**config.mk**
```make
export PLATFORM = sky130hd
export DESIGN_NAME = pixel_pair_packer
export DESIGN_NICKNAME = d
export VERILOG_FILES = /design/src/rtl/pixel_pair_packer.sv
export SDC_FILE = /design/constraint.sdc
export NUM_CORES = 1
export LEC_CHECK = 0
export BUFFER_PORTS_ARGS = -buffer_cell sky130_fd_sc_hd__buf_2
export CAP_MARGIN = 20
export CELL_PAD_IN_SITES_DETAIL_PLACEMENT = 1
export CELL_PAD_IN_SITES_GLOBAL_PLACEMENT = 1
export CORE_MARGIN = 4
export CORE_UTILIZATION = 47
export CTS_CLUSTER_DIAMETER = 30
export CTS_CLUSTER_SIZE = 30
export DETAILED_ROUTE_END_ITERATION = 10
export PLACE_DENSITY_LB_ADDON = 0.3
export SETUP_SLACK_MARGIN = 0.4
export SYNTH_ARGS = -nofsm -noshare
export SYNTH_HDL_FRONTEND = slang
export SYNTH_SLANG_ARGS = --single-unit
```
**constraint.sdc**
```tcl
create_clock -name aclk -period 4.4 [get_ports aclk]
set_input_delay 0.22 -clock aclk [delete_from_list [all_inputs] [get_ports aclk]]
set_output_delay 0.22 -clock aclk [all_outputs]
set_load 0.03 [all_outputs]
```
**src/rtl/pixel_pair_packer.sv**
```systemverilog
// Packs two consecutive AXI4-Stream pixels into one beat with regenerated SOF/EOL; beat valid 1 cycle after the odd pixel.
// Single output register; s_axis_tready = !m_axis_tvalid || m_axis_tready, so input stalls only while the register is stalled.
module pixel_pair_packer #(
    parameter int PIXEL_WIDTH  = 24,
    parameter int FRAME_WIDTH  = 10,
    parameter int FRAME_HEIGHT = 10
) (
    input  logic                     aclk,
    input  logic                     aresetn,
    input  logic [PIXEL_WIDTH-1:0]   s_axis_tdata,
    input  logic                     s_axis_tvalid,
    output logic                     s_axis_tready,
    input  logic                     s_axis_tuser,
    input  logic                     s_axis_tlast,
    output logic [2*PIXEL_WIDTH-1:0] m_axis_tdata,
    output logic                     m_axis_tvalid,
    input  logic                     m_axis_tready,
    output logic                     m_axis_tuser,
    output logic                     m_axis_tlast,
    output logic                     err_short_line,
    output logic                     err_long_line,
    output logic                     err_sof
);
    localparam int XW = (FRAME_WIDTH  > 1) ? $clog2(FRAME_WIDTH)  : 1;
    localparam int YW = (FRAME_HEIGHT > 1) ? $clog2(FRAME_HEIGHT) : 1;
    localparam logic [XW-1:0] X_LAST = XW'(FRAME_WIDTH - 1);
    localparam logic [YW-1:0] Y_LAST = YW'(FRAME_HEIGHT - 1);

    typedef enum logic [1:0] {WAIT_SOF, LO, HI, DISCARD} state_t;

    state_t                   state_q, state_d;
    logic [XW-1:0]            x_q, x_d;
    logic [YW-1:0]            y_q, y_d;
    logic [PIXEL_WIDTH-1:0]   even_q, even_d;
    logic                     sof_pending_q, sof_pending_d;
    logic [2*PIXEL_WIDTH-1:0] tdata_q, tdata_d;
    logic                     tvalid_q, tvalid_d;
    logic                     tuser_q, tuser_d;
    logic                     tlast_q, tlast_d;
    logic                     err_short_q, err_short_d;
    logic                     err_long_q, err_long_d;
    logic                     err_sof_q, err_sof_d;

    logic in_rdy;
    logic accept;
    logic emit;
    logic emit_pair;
    logic emit_last;
    logic end_line;
    logic set_short;
    logic set_long;
    logic set_sof;

    assign in_rdy = aresetn && (!tvalid_q || m_axis_tready);
    assign accept = s_axis_tvalid && in_rdy;

    always_ff @(posedge aclk or negedge aresetn) begin
        if (!aresetn) begin
            state_q       <= WAIT_SOF;
            x_q           <= '0;
            y_q           <= '0;
            even_q        <= '0;
            sof_pending_q <= 1'b0;
            tdata_q       <= '0;
            tvalid_q      <= 1'b0;
            tuser_q       <= 1'b0;
            tlast_q       <= 1'b0;
            err_short_q   <= 1'b0;
            err_long_q    <= 1'b0;
            err_sof_q     <= 1'b0;
        end else begin
            state_q       <= state_d;
            x_q           <= x_d;
            y_q           <= y_d;
            even_q        <= even_d;
            sof_pending_q <= sof_pending_d;
            tdata_q       <= tdata_d;
            tvalid_q      <= tvalid_d;
            tuser_q       <= tuser_d;
            tlast_q       <= tlast_d;
            err_short_q   <= err_short_d;
            err_long_q    <= err_long_d;
            err_sof_q     <= err_sof_d;
        end
    end

    always_comb begin
        state_d       = state_q;
        x_d           = x_q;
        y_d           = y_q;
        even_d        = even_q;
        sof_pending_d = sof_pending_q;
        emit          = 1'b0;
        emit_pair     = 1'b0;
        emit_last     = 1'b0;
        end_line      = 1'b0;
        set_short     = 1'b0;
        set_long      = 1'b0;
        set_sof       = 1'b0;
        if (accept) begin
            if (s_axis_tuser) begin
                // Any SOF restarts the frame; a held even pixel is dropped.
                set_sof       = (state_q != WAIT_SOF);
                even_d        = s_axis_tdata;
                sof_pending_d = 1'b1;
                x_d           = XW'(1);
                y_d           = '0;
                state_d       = HI;
            end else begin
                unique case (state_q)
                    WAIT_SOF: ;
                    LO: begin
                        even_d  = s_axis_tdata;
                        x_d     = x_q + 1'b1;
                        state_d = HI;
                        if (s_axis_tlast) begin
                            emit      = 1'b1;
                            emit_last = 1'b1;
                            set_short = 1'b1;
                            end_line  = 1'b1;
                        end
                    end
                    HI: begin
                        emit      = 1'b1;
                        emit_pair = 1'b1;
                        if (x_q == X_LAST) begin
                            emit_last = 1'b1;
                            if (s_axis_tlast) begin
                                end_line = 1'b1;
                            end else begin
                                set_long = 1'b1;
                                state_d  = DISCARD;
                            end
                        end else if (s_axis_tlast) begin
                            emit_last = 1'b1;
                            set_short = 1'b1;
                            end_line  = 1'b1;
                        end else begin
                            x_d     = x_q + 1'b1;
                            state_d = LO;
                        end
                    end
                    DISCARD: begin
                        if (s_axis_tlast) begin
                            end_line = 1'b1;
                        end
                    end
                    default: ;
                endcase
                if (end_line) begin
                    x_d = '0;
                    if (y_q == Y_LAST) begin
                        y_d     = '0;
                        state_d = WAIT_SOF;
                    end else begin
                        y_d     = y_q + 1'b1;
                        state_d = LO;
                    end
                end
                if (emit) begin
                    sof_pending_d = 1'b0;
                end
            end
        end
    end

    always_comb begin
        tvalid_d = tvalid_q;
        tdata_d  = tdata_q;
        tuser_d  = tuser_q;
        tlast_d  = tlast_q;
        if (tvalid_q && m_axis_tready) begin
            tvalid_d = 1'b0;
        end
        // A new beat can only load when the register is empty or draining.
        if (emit) begin
            tvalid_d = 1'b1;
            tdata_d  = emit_pair ? {s_axis_tdata, even_q}
                                 : {{PIXEL_WIDTH{1'b0}}, s_axis_tdata};
            tuser_d  = sof_pending_q;
            tlast_d  = emit_last;
        end
        err_short_d = set_short;
        err_long_d  = set_long;
        err_sof_d   = set_sof;
    end

    assign s_axis_tready  = in_rdy;
    assign m_axis_tdata   = tdata_q;
    assign m_axis_tvalid  = tvalid_q;
    assign m_axis_tuser   = tuser_q;
    assign m_axis_tlast   = tlast_q;
    assign err_short_line = err_short_q;
    assign err_long_line  = err_long_q;
    assign err_sof        = err_sof_q;
endmodule

```
Word-level counts from Yosys, hierarchy flattened
Cells that the tools add are included.
{"block": "classes", "n_addsub": 2, "eq_ne": 7, "n_mux": 49, "n_reduce_logical": 17}
{"op": "24-bit two-way mux", "n": 2}
{"op": "48-bit two-way mux", "n": 1}
{"op": "1-bit two-way mux", "n": 29}
{"op": "4-bit two-way mux", "n": 7}
{"op": "2-bit two-way mux", "n": 5}
{"op": "2-bit nonzero test", "n": 5}
{"op": "4-bit by 1-bit adder with 4-bit output (second input constant)", "n": 2}
{"op": "4-bit equality test (second input constant)", "n": 2}
{"op": "4-bit inequality test (second input constant)", "n": 2}
{"op": "4-bit one-hot mux with 2 select lines", "n": 1}
{"op": "1-bit one-hot mux with 2 select lines", "n": 3}
{"op": "2-bit AND reduction", "n": 3}
{"op": "2-bit equality test (second input constant)", "n": 2}
{"op": "2-bit one-hot mux with 2 select lines", "n": 1}
{"op": "4-bit AND reduction", "n": 1}
{"op": "4-bit nonzero test", "n": 1}
{"op": "1-bit logical AND", "n": 3}
{"op": "3-bit AND reduction", "n": 1}
{"op": "3-bit OR reduction", "n": 1}
{"op": "2-bit by 1-bit equality test with 1-bit output (second input constant)", "n": 1}
{"op": "1-bit logical NOT", "n": 1}
{"op": "1-bit logical OR", "n": 1}
{"block": "word_totals", "ff_bits": 89}

Logic depth before layout (Yosys ltp)
{"block": "logic_depth", "word_depth": 8, "mapped_depth": 7, "depth_no_buf": 6}

Least setup slack after synthesis
No wires, ideal clock.
{"block": "synth_timing", "path_type": "register to register", "start": "register state_q[0]", "end": "register tdata_q[0] (netlist: m_axis_tdata[0])", "setup_time_ns": 0.125, "arrival_time_ns": 1.787, "t_required_ns": 4.275, "setup_slack_ns": 2.488, "path_stages_with_launch": 7, "path_buffers": 2, "synth_period_minus_slack_ns": 1.912, "cell_sequence": "dfrtp_1 > inv_1 > ha_1 > buf_2 > buf_1 > mux2_2 > mux2_2"}
{"block": "synth_between", "elab_chain_cells": 6}
{"item": "from (decl)", "line": "31", "source": "state_t state_q, state_d;"}
{"item": "from (signal assigned)", "line": "72", "source": "state_q <= state_d;"}
{"item": "2-bit equality test / 2-bit by 1-bit equality test with 1-bit output (equally long branches)", "line": "110", "source": "unique case (state_q)"}
{"item": "1-bit one-hot mux with 2 select lines", "line": "110"}
{"item": "1-bit two-way mux", "line": "101", "source": "if (s_axis_tuser) begin"}
{"item": "1-bit two-way mux", "line": "100", "source": "if (accept) begin"}
{"item": "1-bit two-way mux", "line": "101"}
{"item": "1-bit two-way mux", "line": "100"}
{"item": "to (signal assigned)", "line": "77", "source": "tdata_q <= tdata_d;"}
{"item": "to (decl)", "line": "36", "source": "logic [2*PIXEL_WIDTH-1:0] tdata_q, tdata_d;"}
Several ways; a longest one is shown, not always the timed one. The select of a mux whose other input is x is not followed.
A chain may end at the register's enable or synchronous reset.

Final worst setup path
{"block": "layout_timing", "start": "register state_q[0]", "end": "register tdata_q[3] (netlist: m_axis_tdata[3])"}
Same word-level chain as after synthesis.

==> impl_metrics.py <==
metrics = {
    "critical_path": {
        "cp_top_family": "adder cells",
        "end_kind": "flop",
        "start_kind": "flop",
        "worstPathRequired_ps": 4650,
        "worst_ep_arrival_time_ps": 3050,
        "worstPathMaxFanout": 27,
        "critPathMaxStageDelay_ps": 690,
        "r2r_slack_ps": 1600,
        "critPathKind": "flop to flop",
        "path_cells": "inv_1, ha_1, buf_4, a21oi_4, nor2_4, mux2_2",
        "cp_slowest_cell": "ha_1",
        "crit_buf_inv": 2,
    },
    "synthesis": {
        "syn_area_per_cell_um2": 12.5,
        "synth_compound_area_share_pct": 11.3,
        "synth.distinct_cells": 36,
        "yosysTopAreaCell": "dfrtp_1",
        "yosysSeqAreaShare_pct": 54.7,
        "synth_top_cell_area_share_pct": 54.7,
        "syn-instance-count": 327,
        "synth.net_count": 364,
        "yosys-top-cells-area": "dfrtp_1 55%, mux2_2 21%, o31ai_1 4.8%",
        "synth.most_common_cell": "dfrtp_1",
        "synth_simple_gate_area_share_pct": 7.34,
        "synthMuxAreaShare_pct": 21.0,
        "synthXorXnorAreaFrac_pct": 0,
        "synth_area_mm2": 0.00407,
        "async_reset_ff_share_pct": 100,
        "ys_seq_elements": 89,
        "synth_adder_area_share_pct": 2.15,
        "synth_common_cells": "89 x dfrtp_1, 76 x mux2_2, 33 x o21ai_0",
        "synth_edf_count": 0,
        "dominantRegCellSynth": "dfrtp_1",
        "synth_warnings": 0,
        "synth_top_family_by_area": "multiplexers",
    },
    "place": {
        "portBuffers": 84,
        "place_congestion": 0.747,
        "dp_slack_ps": 1630,
        "place_inst": 497,
        "hpwl_um": 6460,
    },
    "die": {
        "io_pins": 85,
        "die_x_um": 101,
        "die_h_um": 101,
        "rows": 33,
        "start_util_pct": 48.8,
        "core-area_mm2": 0.00834,
        "die_area_mm2": 0.0102,
    },
    "clocking": {
        "clock_sinks": 89,
        "htreeDepth": 3,
        "clk_latency_ps": 360,
        "cts_buffer_depth": 2,
        "cts_resized": 0,
        "cts_buffers": 9,
        "post-cts-setup-buffers": 0,
        "root_buffer": "clkbuf_8",
        "cts_tree": "done",
        "clkSlewWorstSetupHoldPaths_ps": 90,
    },
    "global_routing": {
        "antenna_found_initial": 1,
        "grt_pass1_vias": 3100,
        "grt_pass1_wl_um": 16400,
        "grtUsageTotal_pct": 20.6,
        "grt_max_degree": 55,
        "grt-ovfl-total": 0,
    },
    "finish": {
        "area_growth_pct": 18.7,
        "multiInputGateArea_mm2": 0.00172,
        "n_fill_cell": 899,
        "layout-drive-gt1-share_pct": 45.9,
        "fin_nets": 442,
        "layout.cells.non_filler": 515,
        "diodes": 0,
        "postLayoutCoreUtil_pct": 58.0,
        "seq_area_mm2": 0.00223,
    },
    "sta": {
        "tns_ps": 0,
        "tightest_slew_ps": 1050,
        "finalHoldViolCount": 0,
        "final.period_utilization_pct": 63.6,
        "finalMaxSlewViolations": 0,
        "setup_ws_ps": 1600,
        "layout_min_cycle_time_ps": 2800,
        "rsz0062_at_grt": "false",
        "max_freq_ghz": 0.357,
        "timing.slew.headroom_pct": 29.7,
        "clock_skew_ps": 8.05,
        "setup_violations": 0,
    },
    "route": {
        "finalWirelength_um": 10100,
        "ant_nets": 0,
        "num_vias": 2818,
        "drt_first_pass_iters": 4,
        "post-route-drc-count": 0,
        "via_per_inst": 5.47,
        "wire_per_inst_um": 19.6,
        "first_iter_violations": 98,
    },
    "status": {
        "status": "complete, no violations",
    },
    "power": {
        "power.leakage_nw": 2.21,
        "peakVddDrop_mv": 0.294,
        "p_per_area_mw_per_mm2": 693,
    },
    "worst_hold_path": {
        "hold_class": "input pin to flop",
    },
    "job": {
        "cap_violations": 0,
    },
}
-- cell type report --
class,instances,share of cell area [%]
inverter,5,0.388
timing repair buffer,90,10.1
multi-input combinational,210,35.5
tap,105,2.72
clock buffer,12,3.21
clock inverter,4,2.04
sequential,89,46.0
-- worst paths after layout --
check                                       start  depth (start not counted)                           end
min                              s_axis_tdata[12]                          3  m_axis_tdata[36]$_DFFE_PN0P_
max reg2reg                state_q[0]$_DFFE_PN0P_                          6   m_axis_tdata[3]$_DFFE_PN0P_
max in group asynchronous                 aresetn                          3        even_q[10]$_DFFE_PN0P_
min in group asynchronous                 aresetn                          2            y_q[2]$_DFFE_PN0P_
max                        state_q[0]$_DFFE_PN0P_                          6   m_axis_tdata[3]$_DFFE_PN0P_
min reg2reg                    y_q[3]$_DFFE_PN0P_                          1            y_q[3]$_DFFE_PN0P_
-- power by group --
| group | leakage, nW | internal [mW] | switching, mW |
|---|---|---|---|
| Clock | 0.127 | 0.410 | 0.297 |
| Sequential | 1.12 | 1.09 | 0.163 |
| Combinational | 0.957 | 0.537 | 0.854 |
| Total | 2.21 | 2.04 | 1.31 |
-- timing repair --
item,4_1_cts,5_1_grt
endpoints found under the hold margin,35,0
endpoints found under the setup margin,0,0
hold buffers,1,0
-- worst reg2reg max path: stages, from the launching register on --
cell and delay [ps]:
dfrtp_1 410, inv_1 90, ha_1 690, buf_4 370
a21oi_4 70, nor2_4 640, mux2_2 430
-- logic make-up after synthesis --
kind of cell / count (synthesis)
flip-flops: 89
AO/OA/AOI/OAI: 71
adder cells (fa/ha/maj): 7
AND/OR/NAND/NOR: 56
buffers and inverters: 28
multiplexers: 76
-- registers in the layout (all words and copies together) (netlist names) --
register / flops
even_q: 24
y_q: 4
sof_pending_q: 1
m_axis_tuser: 1
m_axis_tlast: 1
m_axis_tdata: 48
x_q: 4
err_sof: 1
err_long_line: 1
m_axis_tvalid: 1
err_short_line: 1
state_q: 2
-- placed cells by master (no fill, tap or decap), drive strengths merged --
| master | n |
|---|---|
| a21boi | 3 |
| a21oi | 5 |
| and2 | 3 |
| and3b | 1 |
| and4b | 1 |
| buf | 89 |
| bufinv | 3 |
| clkbuf | 12 |
| clkinv | 1 |
| dfrtp | 89 |
| dlygate4sd3 | 1 |
| ha | 7 |
| inv | 5 |
| mux2 | 76 |
| nand2 | 29 |
| nand2b | 3 |
| nand3 | 2 |
| nand3b | 1 |
| nand4b | 1 |
| nor2 | 4 |
| nor2b | 1 |
| nor3 | 3 |
| nor3b | 3 |
| nor4b | 1 |
| o211ai | 1 |
| o21a | 1 |
| o21ai | 33 |
| o21bai | 1 |
| o311ai | 1 |
| o31ai | 26 |
| or3 | 2 |
| or4 | 1 |
-- per-layer routing --
metal | vias to the layer above | global-route usage (%) | part of all wire (%)
li1 | 1325 | - | -
met3 | 12 | 4.22 | 4.2
met5 | - | 0 | 0.13
met4 | 2 | 7.16 | 1.3
met2 | 58 | 34.5 | 50
met1 | 1421 | 26.7 | 44
-- per-stage QoR --
stage          hold WS (ps)  area, µm²  total power [mW]
2_1_floorplan         -75.6       4070              2.24
3_3_place_gp            213       4550              2.58
3_5_place_dp            219       4550              2.65
4_1_cts                 102       4810              3.38
5_1_grt                 101       4840              3.54
6_report                111       4840              3.35
Note: power is estimated with default switching activity, not from simulation.
